### src/rtl/subword_mem_unit.sv
// subword_mem_unit: load/store engine that runs word, byte and halfword
// accesses against a word-wide, word-addressed synchronous RAM without byte
// strobes. Sub-word stores are read-modify-write; loads are zero- or
// sign-extended.
// Optional feature: define SUBWORD_ALIGN_CHECK_EN to reject misaligned word
// and halfword accesses with err.
module subword_mem_unit (
  input  logic        clk,
  input  logic        reset,
  input  logic        req,
  input  logic        we,
  input  logic [3:0]  be,
  input  logic [31:0] addr,
  input  logic [31:0] wdata,
  output logic        busy,
  output logic        done,
  output logic        err,
  output logic [31:0] rdata,
  output logic        mem_en,
  output logic        mem_we,
  output logic [29:0] mem_addr,
  output logic [31:0] mem_wdata,
  input  logic [31:0] mem_rdata
);

  typedef enum logic [2:0] {
    S_IDLE,
    S_READ,
    S_MERGE,
    S_WRITE,
    S_RESP
  } state_t;

  state_t      state_q, state_d;
  logic        accept;
  logic        req_reject;

  // Captured request; only bits [15:0] of the store data matter after accept.
  logic        we_q;
  logic [3:0]  be_q;
  logic [31:0] addr_q;
  logic [15:0] wdata_q;
  logic        err_q;

  logic [31:0] rdata_q, rdata_d;
  logic        mem_en_q, mem_en_d;
  logic        mem_we_q, mem_we_d;
  logic [29:0] mem_addr_q, mem_addr_d;
  logic [31:0] mem_wdata_q, mem_wdata_d;

  logic [31:0] merged_word;
  logic [31:0] load_word;
  logic [7:0]  lane_byte;
  logic [15:0] lane_half;

  // Classify the incoming request: illegal {we,be} codes, plus misalignment
  // when the alignment check is built in.
  always_comb begin
    if (we) req_reject = !(be == 4'b0000 || be == 4'b0001 || be == 4'b0011);
    else    req_reject = !(be == 4'b0000 || be == 4'b0001 || be == 4'b0010 ||
                           be == 4'b0100 || be == 4'b1000);
`ifdef SUBWORD_ALIGN_CHECK_EN
    if (be == 4'b0000 && addr[1:0] != 2'b00) req_reject = 1'b1;
    if (((we && be == 4'b0011) || (!we && (be == 4'b0010 || be == 4'b1000)))
        && addr[0]) req_reject = 1'b1;
`endif
  end

  // Next-state and status decode of the access FSM.
  always_comb begin
    // NOTE: every output of a combinational block gets a default first so
    // no path leaves it unassigned, which would infer a latch.
    state_d = state_q;
    accept  = 1'b0;
    busy    = 1'b1;
    done    = 1'b0;
    err     = 1'b0;
    case (state_q)
      S_IDLE: begin
        busy = 1'b0;
        if (req) begin
          accept = 1'b1;
          if (req_reject)         state_d = S_RESP;
          else if (!we)           state_d = S_READ;
          else if (be == 4'b0000) state_d = S_WRITE;
          else                    state_d = S_READ;
        end
      end
      S_READ:  state_d = we_q ? S_MERGE : S_RESP;
      S_MERGE: state_d = S_WRITE;
      S_WRITE: begin
        done    = 1'b1;
        state_d = S_IDLE;
      end
      S_RESP: begin
        done    = 1'b1;
        err     = err_q;
        state_d = S_IDLE;
      end
      default: begin
        busy    = 1'b0;
        state_d = S_IDLE;
      end
    endcase
  end

  // Overlay the store lane onto the word read back during MERGE.
  always_comb begin
    merged_word = mem_rdata;
    if (be_q == 4'b0001) merged_word[{addr_q[1:0], 3'b000} +: 8]  = wdata_q[7:0];
    else                 merged_word[{addr_q[1], 4'b0000} +: 16] = wdata_q;
  end

  // Pick the load lane (little-endian) and extend it to 32 bits.
  always_comb begin
    lane_byte = mem_rdata[{addr_q[1:0], 3'b000} +: 8];
    lane_half = addr_q[1] ? mem_rdata[31:16] : mem_rdata[15:0];
    case (be_q)
      4'b0001: load_word = {24'h000000, lane_byte};
      4'b0100: load_word = {{24{lane_byte[7]}}, lane_byte};
      4'b0010: load_word = {16'h0000, lane_half};
      4'b1000: load_word = {{16{lane_half[15]}}, lane_half};
      default: load_word = mem_rdata;
    endcase
  end

  // Memory port values for the next state; registered so the RAM sees clean,
  // full-cycle levels that are zero whenever the RAM is not enabled.
  always_comb begin
    mem_en_d    = (state_d == S_READ) || (state_d == S_WRITE);
    mem_we_d    = (state_d == S_WRITE);
    mem_addr_d  = '0;
    mem_wdata_d = '0;
    if (mem_en_d) mem_addr_d  = accept ? addr[31:2] : addr_q[31:2];
    if (mem_we_d) mem_wdata_d = accept ? wdata : merged_word;
    rdata_d = rdata_q;
    if (state_q == S_RESP && !err_q) rdata_d = load_word;
  end

  // The load result is visible with done and held afterwards.
  assign rdata     = rdata_d;
  assign mem_en    = mem_en_q;
  assign mem_we    = mem_we_q;
  assign mem_addr  = mem_addr_q;
  assign mem_wdata = mem_wdata_q;

  // FSM state register.
  always_ff @(posedge clk or negedge reset) begin
    // NOTE: sequential state uses non-blocking assignments so every register
    // samples pre-edge values regardless of block evaluation order.
    if (!reset) state_q <= S_IDLE;
    else        state_q <= state_d;
  end

  // Request capture, load result and registered memory port.
  always_ff @(posedge clk or negedge reset) begin
    if (!reset) begin
      we_q        <= 1'b0;
      be_q        <= 4'b0000;
      addr_q      <= '0;
      wdata_q     <= '0;
      err_q       <= 1'b0;
      rdata_q     <= '0;
      mem_en_q    <= 1'b0;
      mem_we_q    <= 1'b0;
      mem_addr_q  <= '0;
      mem_wdata_q <= '0;
    end else begin
      if (accept) begin
        we_q    <= we;
        be_q    <= be;
        addr_q  <= addr;
        wdata_q <= wdata[15:0];
        err_q   <= req_reject;
      end
      rdata_q     <= rdata_d;
      mem_en_q    <= mem_en_d;
      mem_we_q    <= mem_we_d;
      mem_addr_q  <= mem_addr_d;
      mem_wdata_q <= mem_wdata_d;
    end
  end

endmodule
### config.mk
export PLATFORM = sky130hd
export DESIGN_NAME = subword_mem_unit
export DESIGN_NICKNAME = d
export VERILOG_FILES = /design/src/rtl/subword_mem_unit.sv
export SDC_FILE = /design/constraint.sdc
export NUM_CORES = 1
export LEC_CHECK = 0
export BUFFER_PORTS_ARGS = -buffer_cell sky130_fd_sc_hd__buf_2
export CORE_ASPECT_RATIO = 1.5
export CORE_MARGIN = 3
export CORE_UTILIZATION = 52
export CTS_CLUSTER_SIZE = 8
export DETAILED_ROUTE_END_ITERATION = 16
export PLACE_DENSITY = 0.84
export SLEW_MARGIN = 20
export SYNTH_ARGS = -nofsm -noshare
export SYNTH_HDL_FRONTEND = slang
export SYNTH_SLANG_ARGS = --single-unit
### constraint.sdc
create_clock -name clk -period 3.3 [get_ports clk]
set_input_delay 0.495 -clock clk [delete_from_list [all_inputs] [get_ports clk]]
set_output_delay 0.495 -clock clk [all_outputs]
set_load 0.005 [all_outputs]
==> results of run 1 <==
==> what timing repair did <==
item,CTS,global route
gates resized for setup,0,1
endpoints found under the setup margin,0,16
setup buffers,0,0
==> cell type report <==
| cell class | instances | area share |
|---|---|---|
| clock buffers | 19 | 0.0515 |
| clock inverters | 13 | 0.0178 |
| flip-flops and latches | 153 | 0.436 |
| well taps | 159 | 0.0226 |
| multi-input cells | 471 | 0.338 |
| repair buffers | 221 | 0.132 |
| inverters | 6 | 0.00256 |
==> synthesized netlist by cell type (15+ instances only) <==
cell type | count | area share
nand2_1 | 132 | 0.070
buf_2 | 20 | 0.014
mux2_2 | 36 | 0.057
nor2_1 | 82 | 0.044
a21oi_1 | 39 | 0.028
a221oi_1 | 31 | 0.038
dfrtp_1 | 153 | 0.54
a211o_1 | 15 | 0.019
mux2i_1 | 20 | 0.028
clkbuf_1 | 23 | 0.012
nor3_1 | 19 | 0.013
==> power breakdown <==
part	internal (mW)	switching, mW
combinational	1.64	2.26
sequential	2.64	0.474
clock	1.18	0.821
==> sequential cells by signal, summed over array words and instances (netlist names) <==
register / cells
mem_we: 1
we_q: 1
wdata_q: 16
mem_wdata: 32
mem_addr: 30
mem_en: 1
err_q: 1
addr_q: 32
be_q: 4
state_q: 3
rdata_q: 32
==> how the worst max path moves through the flow <==
stage                     from        end  slack, ns  depth (start not counted)
finish              state_q[2]  rdata[23]       0.15                          6
global placement    state_q[0]  rdata[19]       0.51                          6
global route        state_q[2]  rdata[22]       0.02                          6
CTS                 state_q[0]  rdata[23]       0.01                          6
floorplan            addr_q[0]  rdata[21]       0.98                          7
detailed placement  state_q[0]  rdata[23]       0.46                          6
==> logic make-up (layout without fill, tap and decap cells) <==
kind of cell / count (synthesis) / after routing
AOI/OAI and AO/OA: 136 / 136
muxes: 60 / 60
DFF: 153 / 153
xor gates and xnor gates: 4 / 4
adders and majority gates: 6 / 6
and+or+nand+nor: 265 / 265
buffers and inverters: 60 / 259
==> metrics by stage <==
step	hold WS [ns]	util	std cells	setup WS (ns)	cell area, um^2
after floorplan	0.199	-	684	0.976	7060
after global placement	0.463	0.622	1010	0.507	8180
after detailed placement	0.462	0.622	1010	0.456	8180
after CTS	0.0203	0.668	1042	0.0145	8780
after global routing	0.0398	0.669	1042	0.0203	8790
final	0.0124	0.669	1042	0.145	8790
==> metal layers <==
layer,vias to the layer above,part of all wire
li1,2796,-
met4,0,0.044
met5,-,0
met2,309,0.50
met1,2886,0.37
met3,55,0.089
==> results.md, run 1 <==
* Num CTS Buffers at 17
* Critical path buffers and inverters at 2
* Std-Cell Rows at ~50
* Final Skew at about 0.0096 ns
* Vias per cell at slightly below 6
* Syn Area/Cell at just over 10 um^2
* Initial Utilization at 0.537
* Compound-gate portion of the synthesized area at 0.141
* Pwr/cell area at just over 1000 nW/um^2
* Chip width at 101 um
* Min Tclk post-route at between 3 and 4 ns
* Nets at between 900 and 1k
* Multi-input logic area at 2970 um^2
* Fmax at 0.317 GHz
* Post-DP HPWL at around 15000 um
* Layout cells sized above 1 at 0.350
* Antenna cell count at 0
* GR Overflow Total at 0
* Post-CTS Hold Buffers at 0
* Outcome: complete, no violations
* Worst setup EP type: primary output
* H-tree levels at 4
* Area delta synth->final at 24.5%
* Reg2Reg Depth at 7
* Adder-cell area share of the yosys netlist at 0.0103
* Global Route met1 Usage at 0.329
* Final setup violation count at 0
* Post-synthesis simple-gate area fraction at 0.163
* Yosys cell types at 57
* Relative slew margins at 0.516
* Reg area at 3830 um^2
* EDFF count, synth at 0
* Syn_nets at approximately 800
* Most frequent cells in the layout: buf_2, dfrtp_1, nand2_1
* RR Endpoint: mem_wdata[7]
* Most common cell after layout, fill and taps aside: buf_2
* Routability cong. at roughly 1
* Post-Synth XOR/XNOR Area at 0.00496
* Fillcell total at ~1.0k
* Die area at 15000 um^2
* Mux contribution to synthesized area at 0.0985
* Grt peak-use layer: met2
* Crit Path Class: flop to primary output
* Max-cap viol count at 0
* Number of synthesized register bits at around 150
* Total clock sinks at approximately 150
* Slew Viols, Final at 0
* Io pins at 203
* DR vias at about 6k
* Total Neg Setup Slack at 0 ns
* Startpoint Class: flop
* Largest net degree at the start of global routing at 52
* DR WL/cell at between 15 and 20 um
* Final Power at roughly 9 mW
* DRT Pass-1 Iters at 6
* CP top delay family: simple AND/OR/NAND/NOR gates
* Tightest Hold Check Type: input pin to asynchronous set/reset pin
* Cells after Synth at 684
* Synthesis Warnings at 0
* WL final at approximately 20000 um
* Gr usage total at 0.275
* Clock slew at reported path FFs at 0.07 ns
* Die height at approximately 150 um
* Fin crit share at 0.956
* Fin. Hold Viols at 0
* Clk buf depth at 2
* Worst-margin pin slew at around 0.71 ns
* Slowest-stage cell, CP: or4b_4
* Later-pin clock latency in the skew report at 0.42 ns
* Met2 usage at 0.454
* First DRT Iteration DRCs at about 350
* Ys flop type: dfrtp_1
* Critical path required time at between 2 and 3 ns
* Max incr delay on CP at 0.61 ns
* CTS tree: yes
* Remaining antenna violation count after routing at 0
* Synthesized area at 7060 um^2
* Main combinational cell family by area after synthesis: simple AND/OR/NAND/NOR gates
* RSZ-0062 raised after global routing: no
* Crit-path cells: or4b_4 > a41oi_4 > and2_1 > buf_4 > a21oi_1 > buf_2
* CP Max Fanout at 16
* Leakage at roughly 4.4 nW
* Number of global-route vias before repair at just over 6k
* First-pass GRT wire length at ~32000 um
* Post-synth ARST share at 1.00
* Worst VDD drop at just over 0.0005 V
* Port-buffer cells at a little over 200
* CORE AREA at approximately 13000 um^2
* R2R Path Start: addr_q[0]
* CP arrival at about 2.7 ns
* Grt met3 use at 0.0774
* DRC viols at 0
* CTS root buffer: clkbuf_16
* R2r setup slk at approximately 0.85 ns
* Initial antenna violation count at 0
* Sequential-to-total area share from yosys stat at 0.542
No activity file was read; power rests on OpenSTA's default activity.
==> inputs of run 2 (changes only) <==
--- a/config.mk
+++ b/config.mk
@@ -5,13 +5,14 @@
 export SDC_FILE = /design/constraint.sdc
 export NUM_CORES = 1
 export LEC_CHECK = 0
+export ABC_AREA = 1
 export BUFFER_PORTS_ARGS = -buffer_cell sky130_fd_sc_hd__buf_2
 export CORE_ASPECT_RATIO = 1.5
 export CORE_MARGIN = 3
-export CORE_UTILIZATION = 52
+export CORE_UTILIZATION = 54
 export CTS_CLUSTER_SIZE = 8
 export DETAILED_ROUTE_END_ITERATION = 16
-export PLACE_DENSITY = 0.84
+export PLACE_DENSITY = 0.85
 export SLEW_MARGIN = 20
 export SYNTH_ARGS = -nofsm -noshare
 export SYNTH_HDL_FRONTEND = slang
==> run 2 against run 1 <==
Non-clock buffer count is 6 lower. Global-route usage up 0.19 points. Die area grew 11%. First-iteration DRC count up 45%. Sequential share of layout area is 4.6 points lower. Setup slack improved by 0.18 ns. Clock power decreased by 5%. Register-to-register slack better by 0.14 ns. Flip-flop and latch count unchanged. Cell area up 12%. Area after synthesis rose by 16%. Critical path type unchanged. Largest cell class unchanged. Highest routed layer is now met5.
==> results.md, run 2 <==
* Critical path buffers and inverters at 3
* Chip width at 106 um
* Nets at between 1k and 1.5k
* Later-pin clock latency in the skew report at approximately 0.43 ns
* Initial antenna violation count at 1
* First DRT Iteration DRCs at ~510
* Syn Area/Cell at 7.09 um^2
* EDFF count, synth at 0
* DR WL/cell at about 15 um
* Post-DP HPWL at approximately 16000 um
* CP arrival at about 2.5 ns
* Sequential fraction of design power at 0.314
* Die height at about 160 um
* Top sig layer: met5
* Max incr delay on CP at just under 0.6 ns
* Fin area at roughly 9800 um^2
* Met3 WL at roughly 1700 um
* Total clock sinks at 153
* DRC viols at 0
* Fillcell total at roughly 1.3k
* Ys flop type: dfrtp_1
* Fin crit share at 0.900
* Gate power share at 0.482
* Reg area at about 3800 um^2
* Std-Cell Rows at 54
* Fmax at about 0.34 GHz
* RSZ-0062 raised after global routing: no
* WL final at about 23000 um
* Wire length on met1 at approximately 8800 um
* CP Max Fanout at 30
* Post-CTS Hold Buffers at 0
* Synthesis Warnings at 0
* Num CTS Buffers at 17
* Critical path required time at 2.80 ns
* DRT Pass-1 Iters at 6
* Fin. Hold Viols at 0
* Crit Path Class: flop to primary output
* GR Overflow Total at 0
* DP Area at between 9000 and 10000 um^2
* Syn_nets at 1261
* R2R Path Start: addr_q[1]
* Most numerous cell in the Yosys netlist: nand2_1
* Crit-path cells: inv_2 > nand2_1 > nand2_1 > nand2_1 > nand3_2 > nand2_1 > inv_2 > nand2_1 > nand2_1 > nand2_1 > buf_2
* Antenna cell count at 0
* Synthesized area at about 8200 um^2
* Max-cap viol count at 0
* CP top delay family: simple AND/OR/NAND/NOR gates
* Reg2Reg Depth at 9
* Pwr/cell area at around 940 nW/um^2
* Worst setup EP type: primary output
* DR vias at 7695
* Worst VDD drop at approximately 0.00055 V
* Post-synth ARST share at 1.00
* Worst-margin pin slew at ~0.70 ns
* Setup Buffers After CTS at 0
* Met2 routed WL at 11200 um
* WHS at between 0.05 and 0.06 ns
* Die area at around 17000 um^2
* Internal power at a little over 5 mW
* Outcome: complete, no violations
* Slowest-stage cell, CP: dfrtp_2
* CTS tree: yes
* CORE AREA at 14700 um^2
* Largest net degree at the start of global routing at 77
* Post-route core utilization at 0.671
* Cells after Synth at between 1k and 1.5k
* Sw Ratio at 0.439
* R2r setup slk at between 0.9 and 1 ns
* Sw Pwr at ~4 mW
* Most common cell after layout, fill and taps aside: nand2_1
* Layout cells sized above 1 at 0.223
* Number of synthesized register bits at between 150 and 200
* Leakage at between 5 and 6 nW
* Cell taking the most area after synthesis: dfrtp_1
* Yosys cell types at 29
* First-pass GRT wire length at 36600 um
* Tightest Hold Check Type: input pin to asynchronous set/reset pin
* Gr usage total at 0.277
* Ranking of synthesized cells by area: dfrtp_1, nand2_1, nor2_1, inv_1, o21ai_0
* RR Endpoint: mem_wdata[25]
* CTS root buffer: clkbuf_16
* # resized after CTS at 0
* Port-buffer cells at roughly 200
* Min Tclk post-route at 2.97 ns
* Clk buf depth at 2
* Most frequent cells in the layout: nand2_1, nor2_1, buf_2
* Synth top cells by count: nand2_1, nor2_1, dfrtp_1
* Io pins at 203
* Routability cong. at about 1
* Final Power at 9.26 mW
* Clock slew at reported path FFs at 0.07 ns
* Area delta synth->final at 20.4%
* Remaining antenna violation count after routing at 0
* Final setup violation count at 0
* Clock Power Share at 0.205
* Slew Viols, Final at 0
* Sequential-to-total area share from yosys stat at 0.469
* H-tree levels at 4
* Total Neg Setup Slack at 0 ns
* Number of global-route vias before repair at around 7.5k
* Synth top area share at 0.469
* Multi-input logic area at 3530 um^2
* Final Skew at approximately 0.010 ns
* Vias per cell at between 4 and 5
* Relative slew margins at 0.532
* Initial Utilization at 0.557
* Startpoint Class: flop
* Most Frequent Cell on Critical Path: nand2_1
run 2: cell types whose count changed after synthesis, moves of 26 or more:
cell,change
a21oi_1,-30
a221oi_1,-31
inv_1,+127
mux2_2,-36
nand2_1,+202
nand3_1,+26
nor2_1,+154
o21ai_0,+85
or2_2,+31
run 2: cells by family after synthesis:
group	Yosys count	synth area share
simple gates	652	0.325
buf+inv	192	0.0982
flops	153	0.469
compound gates	150	0.100
fa+ha+maj	5	0.00766
run 2: power groups by stage:
| stage | clock, mW | combinational [mW] | sequential (mW) |
|---|---|---|---|
| final | 1.90 | 4.46 | 2.91 |
| after CTS | 1.93 | 4.47 | 2.91 |
| after detailed placement | 0 | 4.45 | 2.93 |
| after floorplan | 0 | 3.20 | 2.85 |
| after global routing | 2.01 | 5.13 | 2.98 |
| after global placement | 0 | 4.35 | 2.91 |
run 2: worst max path at each step:
stage | startpoint | to | cells past startpoint
finish | addr_q[1] | rdata[16] | 11
global route | addr_q[1] | rdata[18] | 10
CTS | addr_q[1] | rdata[16] | 11
detailed placement | addr_q[1] | rdata[16] | 10
global placement | addr_q[1] | rdata[31] | 11
floorplan | addr_q[1] | mem_wdata[0] | 11
run 2: metal layers:
| metal | up-vias | global-route usage |
|---|---|---|
| met5 | - | 0 |
| li1 | 3874 | - |
| met4 | 2 | 0.125 |
| met1 | 3491 | 0.331 |
| met2 | 270 | 0.469 |
| met3 | 58 | 0.0710 |
run 2: layout make-up:
class                           count  area share
Clock buffer                       17      0.0433
Clock inverter                     15      0.0155
Inverter                          137      0.0526
Multi-Input combinational cell    807       0.359
Sequential cell                   153       0.390
Tap cell                          196      0.0249
Timing Repair Buffer              215       0.115
run 2: through the flow:
stage / setup WS, ns / cells
6_report: 0.329 / 1540
4_1_cts: 0.325 / 1540
3_5_place_dp: 0.802 / 1508
2_1_floorplan: 1.31 / 1152
5_1_grt: 0.0877 / 1540
3_3_place_gp: 0.887 / 1508
